===== src/rtl/regfile_pkg.sv =====
// Shared constants and types for the multi-port register file.
package regfile_pkg;

    localparam int unsigned XLEN_DEF = 32;
    localparam int unsigned NREG_DEF = 32;

    function automatic int unsigned addr_width(input int unsigned nreg);
        return $clog2(nreg);
    endfunction

    localparam int unsigned AW_DEF = addr_width(NREG_DEF);

    typedef struct packed {
        logic                en;
        logic [AW_DEF-1:0]   addr;
        logic [XLEN_DEF-1:0] data;
        logic                clr;
    } wr_port_t;

endpackage


===== src/rtl/regfile_scoreboard.sv =====
// Pending-write scoreboard: busy bit per register with flush > issue > clear
// priority, and an incrementally maintained busy population count.
module regfile_scoreboard
    import regfile_pkg::*;
#(
    parameter int unsigned NREG = NREG_DEF,
    parameter int unsigned NWR  = 1,
    parameter int unsigned AW   = addr_width(NREG)
) (
    input  logic              clk,
    input  logic              reset,
    input  logic [NWR-1:0]    wr_en,
    input  logic [NWR*AW-1:0] wr_addr,
    input  logic [NWR-1:0]    wr_clr,
    input  logic              iss_valid,
    input  logic [AW-1:0]     iss_rd,
    input  logic              flush,
    output logic [NREG-1:0]   busy,
    output logic [AW:0]       busy_cnt
);

    logic [NREG-1:0] set_vec;
    logic [NREG-1:0] clr_vec;
    logic [NREG-1:0] busy_nxt;
    logic [AW:0]     inc;
    logic [AW:0]     dec;
    logic [AW:0]     cnt_nxt;

    // Register 0 is never set or cleared, so its busy bit stays 0.
    always_comb begin
        set_vec = '0;
        clr_vec = '0;
        for (int unsigned r = 1; r < NREG; r++) begin
            set_vec[r] = iss_valid && (iss_rd == AW'(r));
            for (int unsigned j = 0; j < NWR; j++) begin
                clr_vec[r] = clr_vec[r] |
                    (wr_en[j] && wr_clr[j] && (wr_addr[j*AW +: AW] == AW'(r)));
            end
        end
    end

    always_comb begin
        if (flush) begin
            busy_nxt = '0;
        end else begin
            busy_nxt = (busy | set_vec) & ~(clr_vec & ~set_vec);
        end
    end

    // Only real transitions move the count, so redundant sets/clears are free.
    always_comb begin
        inc = '0;
        dec = '0;
        for (int unsigned r = 1; r < NREG; r++) begin
            if (busy_nxt[r] && !busy[r]) inc = inc + {{AW{1'b0}}, 1'b1};
            if (!busy_nxt[r] && busy[r]) dec = dec + {{AW{1'b0}}, 1'b1};
        end
        cnt_nxt = flush ? '0 : (busy_cnt + inc - dec);
    end

    always_ff @(posedge clk) begin
        if (reset) begin
            busy     <= '0;
            busy_cnt <= '0;
        end else begin
            busy     <= busy_nxt;
            busy_cnt <= cnt_nxt;
        end
    end

endmodule


===== src/rtl/regfile_mp.sv =====
// Multi-port integer register file with pending-write scoreboard.
// Define REGFILE_BYPASS_EN for same-cycle write-to-read forwarding.
module regfile_mp
    import regfile_pkg::*;
#(
    parameter int unsigned XLEN = XLEN_DEF,
    parameter int unsigned NREG = NREG_DEF,
    parameter int unsigned NRD  = 2,
    parameter int unsigned NWR  = 1,
    parameter int unsigned AW   = addr_width(NREG)
) (
    input  logic                clk,
    input  logic                reset,
    input  logic [NRD*AW-1:0]   rd_addr,
    output logic [NRD*XLEN-1:0] rd_data,
    output logic [NRD-1:0]      rd_busy,
    input  logic [NWR-1:0]      wr_en,
    input  logic [NWR*AW-1:0]   wr_addr,
    input  logic [NWR*XLEN-1:0] wr_data,
    input  logic [NWR-1:0]      wr_clr,
    input  logic                iss_valid,
    input  logic [AW-1:0]       iss_rd,
    input  logic                flush,
    output logic [AW:0]         busy_cnt
);

    logic [XLEN-1:0] regs [NREG];
    logic [NREG-1:0] busy;

    regfile_scoreboard #(
        .NREG (NREG),
        .NWR  (NWR),
        .AW   (AW)
    ) u_scoreboard (
        .clk       (clk),
        .reset     (reset),
        .wr_en     (wr_en),
        .wr_addr   (wr_addr),
        .wr_clr    (wr_clr),
        .iss_valid (iss_valid),
        .iss_rd    (iss_rd),
        .flush     (flush),
        .busy      (busy),
        .busy_cnt  (busy_cnt)
    );

    // Ascending port order lets the highest-numbered port win on a collision.
    always_ff @(posedge clk) begin
        if (reset) begin
            for (int unsigned r = 0; r < NREG; r++) begin
                regs[r] <= '0;
            end
        end else begin
            for (int unsigned j = 0; j < NWR; j++) begin
                if (wr_en[j] && (wr_addr[j*AW +: AW] != '0)) begin
                    regs[wr_addr[j*AW +: AW]] <= wr_data[j*XLEN +: XLEN];
                end
            end
        end
    end

    always_comb begin
        rd_data = '0;
        rd_busy = '0;
        for (int unsigned i = 0; i < NRD; i++) begin
            if (rd_addr[i*AW +: AW] != '0) begin
                rd_data[i*XLEN +: XLEN] = regs[rd_addr[i*AW +: AW]];
                rd_busy[i]              = busy[rd_addr[i*AW +: AW]];
`ifdef REGFILE_BYPASS_EN
                for (int unsigned j = 0; j < NWR; j++) begin
                    if (wr_en[j] && (wr_addr[j*AW +: AW] == rd_addr[i*AW +: AW])) begin
                        rd_data[i*XLEN +: XLEN] = wr_data[j*XLEN +: XLEN];
                        if (wr_clr[j]) rd_busy[i] = 1'b0;
                    end
                end
`endif
            end
        end
    end

endmodule

===== config.mk =====
export PLATFORM = sky130hd
export DESIGN_NAME = regfile_mp
export DESIGN_NICKNAME = d
export VERILOG_FILES = /design/src/rtl/regfile_pkg.sv /design/src/rtl/regfile_scoreboard.sv /design/src/rtl/regfile_mp.sv
export SDC_FILE = /design/constraint.sdc
export NUM_CORES = 2
export LEC_CHECK = 0
export CAP_MARGIN = 20
export CELL_PAD_IN_SITES_DETAIL_PLACEMENT = 1
export CELL_PAD_IN_SITES_GLOBAL_PLACEMENT = 1
export CORE_ASPECT_RATIO = 0.7
export CORE_UTILIZATION = 53
export CTS_BUF_LIST = sky130_fd_sc_hd__clkbuf_16
export CTS_CLUSTER_SIZE = 24
export DETAILED_ROUTE_END_ITERATION = 10
export PLACE_DENSITY = 0.91
export SYNTH_ARGS = -nofsm -noshare
export SYNTH_HDL_FRONTEND = slang
export SYNTH_HIERARCHICAL = 1
export SYNTH_SLANG_ARGS = --single-unit

===== constraint.sdc =====
create_clock -name clk -period 30.1 [get_ports clk]
set_input_delay 6.02 -clock clk [delete_from_list [all_inputs] [get_ports clk]]
set_output_delay 6.02 -clock clk [all_outputs]
set_load 0.01 [all_outputs]

=== Yosys cells after proc, flatten, opt, wreduce, memory -nomap -nowiden ===
Memory sizes are Yosys's and may differ from the RTL's.
Cells that the tools add are included.
Widths: inputs -> output; s select.

* Add/sub/neg operators: 62
* Multipliers: 0
* Divide/modulo/power cells: 0
* $lt $le $gt $ge: 2
* Equal/unequal tests: 62
* Shift operators: 0
* Muxes and demuxes: 79
* Bitwise operators: 5
* Reduce and logical (&&, ||, !) cells: 193

{| class="wikitable"
|+ Operator list
! cell !! number
|-
| $add 6x1->6 const B || 60
|-
| $mux 6 || 60
|-
| $eq 5x5->1 const B || 32
|-
| $mux 32 || 4
|-
| $logic_and 1x1->1 || 126
|-
| $eq 5x4->1 const B || 16
|-
| $and 32x32->32 || 2
|-
| $not 32->32 || 2
|-
| $logic_not 1->1 || 62
|-
| $eq 5x3->1 const B || 8
|-
| $or 32x32->32 || 1
|-
| $reduce_or 32->1 || 1
|-
| $eq 5x2->1 const B || 4
|-
| $reduce_bool 5->1 || 3
|-
| $lt 5x6->1 const B || 2
|-
| $mux 1 || 12
|-
| $bmux 1 s5 || 2
|-
| $eq 5x1->1 const B || 2
|-
| $add 6x6->6 || 1
|-
| $sub 6x6->6 || 1
|-
| $mux 5 || 1
|-
| $reduce_or 2->1 || 1
|}

* Register bits after elaboration: 38
* Bits in latches: 0
* Memory bits (writable): 1024
* Memory bits (read-only): 0
* Bits of input ports: 58
* Output and inout port bits: 72
* Logic and storage cells: 407
* Memories kept: 1

{| class="wikitable"
|+ Memories
! name !! depth !! bits a word !! rd ports !! clocked after Yosys merged registers in !! wr ports !! line !! source
|-
| regs || 32 || 32 || 2 || 0 || 32 || regfile_mp.sv:27 || <nowiki>logic [XLEN-1:0] regs [NREG];</nowiki>
|}

=== Depth between registers and ports, before layout ===
* Depth in word-level cells: 71
* Gate-level depth with buffers: 106

=== Cells and area by module ===
The synthesis kept the hierarchy.

{| class="wikitable"
|+ By module, submodules not included
! module !! times used !! cells each !! area each (um2) !! seq. area each (um2)
|-
| regfile_mp || 1 || 3690 || 54997.7 || 30749.5
|-
| regfile_scoreboard || 1 || 1235 || 9162.5 || 740.7
|}

=== Worst setup path before layout ===
No wires, ideal clock.

* Path kind: input to register
* From: input flush
* To: register u_scoreboard.busy_cnt[5]
* Library setup time: 0.128 ns
* Arrival: 24.009 ns
* Data required time: 29.972 ns
* Slack: 5.963 ns
* Stages: 105
* Path buffers: 7
* Cell sequence: clkbuf_2 > clkbuf_1 > clkbuf_1 > clkbuf_1 > clkbuf_1 > clkbuf_1 > clkbuf_1 > o21a_1 > inv_1 > ha_1 > nand3b_1 > o211ai_1 > a211oi_2 > inv_1 > ha_1 > nor3_1 > a31oi_1 > ha_1 > [69 not listed] > o21ai_0 > ha_1 > mux2_2 > fa_1 > inv_1 > ha_1 > a21o_1 > a21o_1 > a21o_1 > a21oi_1 > xnor2_1 > xnor2_1 > xnor2_1 > xnor2_1 > xnor2_1 > xnor2_1 > xnor2_1 > nor2_1

* Word-level cells in the longest chain between the ends: 65
* Elaborated cells on any way between the ends: 219
* Classes of those cells: add/sub (62); mux (63); reduce/logical (94)

{| class="wikitable"
|+ RTL lines
! what !! line !! source
|-
| from (decl) || regfile_mp.sv:23 || <nowiki>input logic flush,</nowiki>
|-
| $mux 32 || regfile_scoreboard.sv:43 || <nowiki>if (flush) begin</nowiki>
|-
| $logic_and 1x1->1 or $logic_not 1->1 (tied branches) || regfile_scoreboard.sv:55, regfile_scoreboard.sv:56 ||
|-
| $mux 1 or $logic_and 1x1->1 (tied branches) || regfile_scoreboard.sv:55, regfile_scoreboard.sv:56 ||
|-
| $add 6x1->6 or $mux 1 (tied branches) || regfile_scoreboard.sv:55, regfile_scoreboard.sv:56 ||
|-
| $mux 6 or $add 6x1->6 (tied branches) || regfile_scoreboard.sv:55, regfile_scoreboard.sv:56 ||
|-
| $add 6x1->6 or $mux 6 (tied branches) || regfile_scoreboard.sv:55, regfile_scoreboard.sv:56 ||
|-
| $mux 6 or $add 6x1->6 (tied branches) || regfile_scoreboard.sv:55, regfile_scoreboard.sv:56 ||
|-
| $add 6x1->6 or $mux 6 (tied branches) || regfile_scoreboard.sv:55, regfile_scoreboard.sv:56 ||
|-
| [49 not listed] || n/a ||
|-
| $add 6x1->6 or $mux 6 (tied branches) || regfile_scoreboard.sv:55, regfile_scoreboard.sv:56 ||
|-
| $mux 6 or $add 6x1->6 (tied branches) || regfile_scoreboard.sv:55, regfile_scoreboard.sv:56 ||
|-
| $add 6x1->6 or $mux 6 (tied branches) || regfile_scoreboard.sv:55, regfile_scoreboard.sv:56 ||
|-
| $mux 6 or $add 6x1->6 (tied branches) || regfile_scoreboard.sv:55, regfile_scoreboard.sv:56 ||
|-
| $add 6x1->6 or $mux 6 (tied branches) || regfile_scoreboard.sv:55, regfile_scoreboard.sv:56 ||
|-
| $mux 6 or $add 6x1->6 (tied branches) || regfile_scoreboard.sv:55, regfile_scoreboard.sv:56 ||
|-
| $add 6x6->6 or $mux 6 (tied branches) || regfile_scoreboard.sv:58, regfile_scoreboard.sv:56 ||
|-
| $sub 6x6->6 || regfile_scoreboard.sv:58 || <nowiki>cnt_nxt = flush ? '0 : (busy_cnt + inc - dec);</nowiki>
|-
| to (signal assigned) || regfile_scoreboard.sv:67 || <nowiki>busy_cnt <= cnt_nxt;</nowiki>
|-
| to (decl) || regfile_scoreboard.sv:19 || <nowiki>output logic [AW:0] busy_cnt</nowiki>
|}

Several ways; a longest one is shown, not always the timed one.
A chain may end at the register's enable or synchronous reset.

=== Worst setup path in the final report ===
* From: input wr_addr[4]
* To: register u_scoreboard.busy_cnt[5]

* Word-level cells in the longest chain between the ends: 70
* Elaborated cells on any way between the ends: 283
* Classes of those cells: add/sub (62); eq/ne (31); mux (63); bitwise (3); reduce/logical (124)

{| class="wikitable"
|+ RTL lines
! what !! line !! source
|-
| from (decl) || regfile_mp.sv:18 || <nowiki>input logic [NWR*AW-1:0] wr_addr,</nowiki>
|-
| $eq 5x1->1 || regfile_scoreboard.sv:37 || <nowiki>(wr_en[j] && wr_clr[j] && (wr_addr[j*AW +: AW] == AW'(r)));</nowiki>
|-
| $logic_and 1x1->1 || regfile_scoreboard.sv:37 ||
|-
| $and 32x32->32 * || regfile_scoreboard.sv:46 || <nowiki>busy_nxt = (busy | set_vec) & ~(clr_vec & ~set_vec);</nowiki>
|-
| $not 32->32 * || regfile_scoreboard.sv:46 ||
|-
| $and 32x32->32 * || regfile_scoreboard.sv:46 ||
|-
| $mux 32 * || regfile_scoreboard.sv:43 ||
|-
| $logic_and 1x1->1 or $logic_not 1->1 (tied branches) || regfile_scoreboard.sv:55, regfile_scoreboard.sv:56 ||
|-
| $mux 1 or $logic_and 1x1->1 (tied branches) || regfile_scoreboard.sv:55, regfile_scoreboard.sv:56 ||
|-
| [54 not listed] || n/a ||
|-
| $add 6x1->6 or $mux 6 (tied branches) || regfile_scoreboard.sv:55, regfile_scoreboard.sv:56 ||
|-
| $mux 6 or $add 6x1->6 (tied branches) || regfile_scoreboard.sv:55, regfile_scoreboard.sv:56 ||
|-
| $add 6x1->6 or $mux 6 (tied branches) || regfile_scoreboard.sv:55, regfile_scoreboard.sv:56 ||
|-
| $mux 6 or $add 6x1->6 (tied branches) || regfile_scoreboard.sv:55, regfile_scoreboard.sv:56 ||
|-
| $add 6x1->6 or $mux 6 (tied branches) || regfile_scoreboard.sv:55, regfile_scoreboard.sv:56 ||
|-
| $mux 6 or $add 6x1->6 (tied branches) || regfile_scoreboard.sv:55, regfile_scoreboard.sv:56 ||
|-
| $add 6x6->6 or $mux 6 (tied branches) || regfile_scoreboard.sv:58, regfile_scoreboard.sv:56 ||
|-
| $sub 6x6->6 * || regfile_scoreboard.sv:58 ||
|}

Mark *: on every way between the ends. The rest lies on a longest branch, timed or not.

==> impl_metrics.csv <==
group,metric,value,unit
power_and_ir_drop,p_leak,25.0,nW
yosys,syn-cell-area,0.0642,mm2
final_layout,fill_cells,11454,
global_route,grt_pass1_wl,354000,um
die,die_y,293,um
min_path,hp-class,"register to register",
cts,numCtsBuffers,102,
yosys,synth_top_area_share,47.9,%
placed_design,gp_congestion,0.921,
final_layout,layout-drive-gt1-share,18.3,%
power_and_ir_drop,pwr-share-seq,48.8,%
yosys,yosys.area.top_type,"edfxtp_1",
status,status,"complete, no violations",
die,core_region_area,0.120,mm2
drt,routed_wl,249000,um
drt,remaining_drc_errors,0,
yosys,synthFlopType,"edfxtp_1",
sta,fin_crit_sh,88.3,%
power_and_ir_drop,peakVddDrop,0.0000456,V
die,rows,106,
final_layout,layout_commonest_cell,"edfxtp_1",
cts,cts_root_buffer,"clkbuf_16",
power_and_ir_drop,power_density,51.2,mW/mm2
setup_path,cp.required,30700,ps
setup_path,end_kind,"register",
cts,post_cts_resized,0,
sta,setup_violations,0,
sta,slew_viol_final,0,
min_path,whs_path_depth,2,
sta,rsz0062_at_grt,"false",
setup_path,crit_path_frequent_cell,"ha_1",
power_and_ir_drop,p_switching,0.988,mW
drt,via_count,49221,
final_layout,nets,5008,
yosys,syn_avg_cell_area,13.0,um2
placed_design,place_inst,6376,
sta,period_needed,26570,ps
setup_path,start_kind,"primary input",
placed_design,io_buffers,129,
yosys,post_synth_num_cell_types,100,
final_layout,finalNonFillerCells,6590,
yosys,synth.area.top_cells,"edfxtp_1, mux4_2, and2_1",
cts,clk_path_buf_depth,3,
placed_design,pre_cts_slack,3180,ps
global_route,overflow,0,
cts,post_cts_buffers,0,
sta,worst_slack,3530,ps
min_path,min_from,"u_scoreboard/busy[19]",
setup_path,r2r-start,"u_scoreboard/busy[1]",
drt,avgViaCountPerCell,7.47,
global_route,grt_max_degree,108,
drt,first_pass_iters,6,
sta,fin_setup_tns,0,ps
cts,cts_tree,"built",
global_route,antenna_found_initial,17,
yosys,seq_area_frac_synth,49.1,%
cts,hold_buffers,0,
job,maxCapViolCount,0,
sta,fmax,37.6,MHz
setup_path,critPathMaxFanout,11,
power_and_ir_drop,internal-power,2.61,mW
cts,clkTransAtPathRegs,70,ps
power_and_ir_drop,swShare,27.4,%
die,initial_core_util,53.6,%
drt,routedWlPerCell,37.8,um
setup_path,worstSetupPathType,"primary input to register",
setup_path,r2r_end,"u_scoreboard/busy_cnt[5]",
die,ios,130,
global_route,grt.total_usage,40.1,%
yosys,synthCells,4925,
yosys,async_flop_share,0,%
cts,cts_max_level,3,
min_path,min_to,"u_scoreboard/busy[19]",
setup_path,ff2ff_path_depth,98,
drt,antenna_left,0,
yosys,ys_seq_elements,1061,
yosys,yosys_warnings,6,
yosys,synthAdderAreaFrac,1.44,%
yosys,synth-edff-count,1024,
sta,hold_ws,587,ps
setup_path,crit_slowest_cell,"clkdlybuf4s50_1",
setup_path,arrival,27170,ps
placed_design,dp_hpwl,153000,um
yosys,synth_top_family_by_area,"multiplexers",
die,die_x,418,um
sta,tightest_slew,1270,ps
cts,clk-insertion-delay-late,740,ps
sta,maxSlewHeadroom,13.0,%
yosys,synth_mux_area_share,20.2,%
cts,cts_sinks,1061,
yosys,synthSimpleGateAreaFrac,15.2,%
die,die_area,0.122,mm2
setup_path,rrSetupSlack,10120,ps
global_route,grt_pass1_vias,50187,
power_and_ir_drop,p_clk_share,36.4,%
sta,fin_skew,23.9,ps
power_and_ir_drop,p_comb_share,14.8,%
drt,drt_iter0_markers,8634,
setup_path,cpPeakStageDelay,740,ps
final_layout,area_growth,9.64,%
yosys,synthXorXnorAreaFrac,3.30,%
final_layout,final_cell_mix,"edfxtp_1, and2_1, mux4_2",
sta,final_hold_viol_count,0,
yosys,synth_compound_area_share,7.27,%
==> cell usage after synthesis, types with 37 or more instances <==
master,number
ha_1,65
nor2_1,127
o22ai_1,84
a2111oi_0,56
inv_1,53
dfxtp_1,37
xor2_1,46
nor2b_1,52
xnor2_1,109
edfxtp_1,1024
a21oi_1,98
and2_1,1020
a22o_1,57
a22oi_1,79
or2_2,43
mux2_2,46
nor3_1,95
clkbuf_1,321
mux2i_1,293
nand2_1,143
o21ai_0,76
buf_2,72
mux4_2,421
==> cell type report <==
class | instances | area, um2 | share of cell area, %
flip-flops and latches | 1061 | 31500 | 44.8
repair buffers | 279 | 2610 | 3.72
multi-input cells | 3379 | 30800 | 43.7
diodes | 12 | 30.0 | 0.0427
inverters | 57 | 214 | 0.304
clock buffers | 103 | 2580 | 3.66
clock inverters | 79 | 622 | 0.884
well taps | 1620 | 2030 | 2.88
==> worst max-delay path: cells and delay by family <==
| family | cells | cell delay, ps |
|---|---|---|
| xor gates and xnor gates | 17 | 3220 |
| and+or+nand+nor | 21 | 3120 |
| muxes | 5 | 950 |
| adders and majority gates | 18 | 5660 |
| AOI/OAI and AO/OA | 35 | 7090 |
| buffers and inverters | 6 | 1100 |
==> worst max path at each step <==
stage	start	end	slack, ps	depth (start not counted)
final	wr_addr[4]	u_scoreboard/busy_cnt[5]	3530	102
after global routing	wr_addr[4]	u_scoreboard/busy_cnt[5]	1870	102
after CTS	wr_addr[4]	u_scoreboard/busy_cnt[5]	3830	102
after detailed placement	wr_addr[4]	u_scoreboard/busy_cnt[5]	3180	102
after global placement	wr_addr[4]	u_scoreboard/busy_cnt[5]	4340	102
after floorplan	flush	u_scoreboard/busy_cnt[5]	5960	105
==> metrics by stage <==
step,instance area (um2),utilization [%],power (mW)
after floorplan,64300,-,2.07
after global placement,66800,55.8,2.25
after detailed placement,66800,55.8,2.28
after CTS,70000,58.4,3.56
after global routing,70300,58.7,3.65
final,70300,58.7,3.60
==> state kept, by name, summed over array words and instances (netlist names) <==
signal and cells:
regs 1024, u_scoreboard/busy 31, u_scoreboard/busy_cnt 6
==> power by group through the flow <==
stage	Combinational (mW)	Sequential [mW]	Clock, mW
5_1_grt	0.542	1.76	1.35
6_report	0.532	1.76	1.31
3_5_place_dp	0.503	1.78	0
3_3_place_gp	0.480	1.77	0
2_1_floorplan	0.317	1.75	0
4_1_cts	0.509	1.75	1.30
==> routing by layer <==
layer	GRT usage, %	vias to the layer above	routed length, um
met3	11.7	1096	35700
met2	59.2	4731	109000
met1	52.6	24784	87000
met4	24.2	10	17000
met5	0	-	77
li1	-	18600	-
==> kinds of logic after synthesis <==
logic type                 after synthesis
and+or+nand+nor                       1659
muxes                                  760
AOI/OAI and AO/OA                      662
other                                    3
adders and majority gates               71
DFF                                   1061
buffers and inverters                  517
xor gates and xnor gates               192
Note: power is estimated with default switching activity, not from simulation.
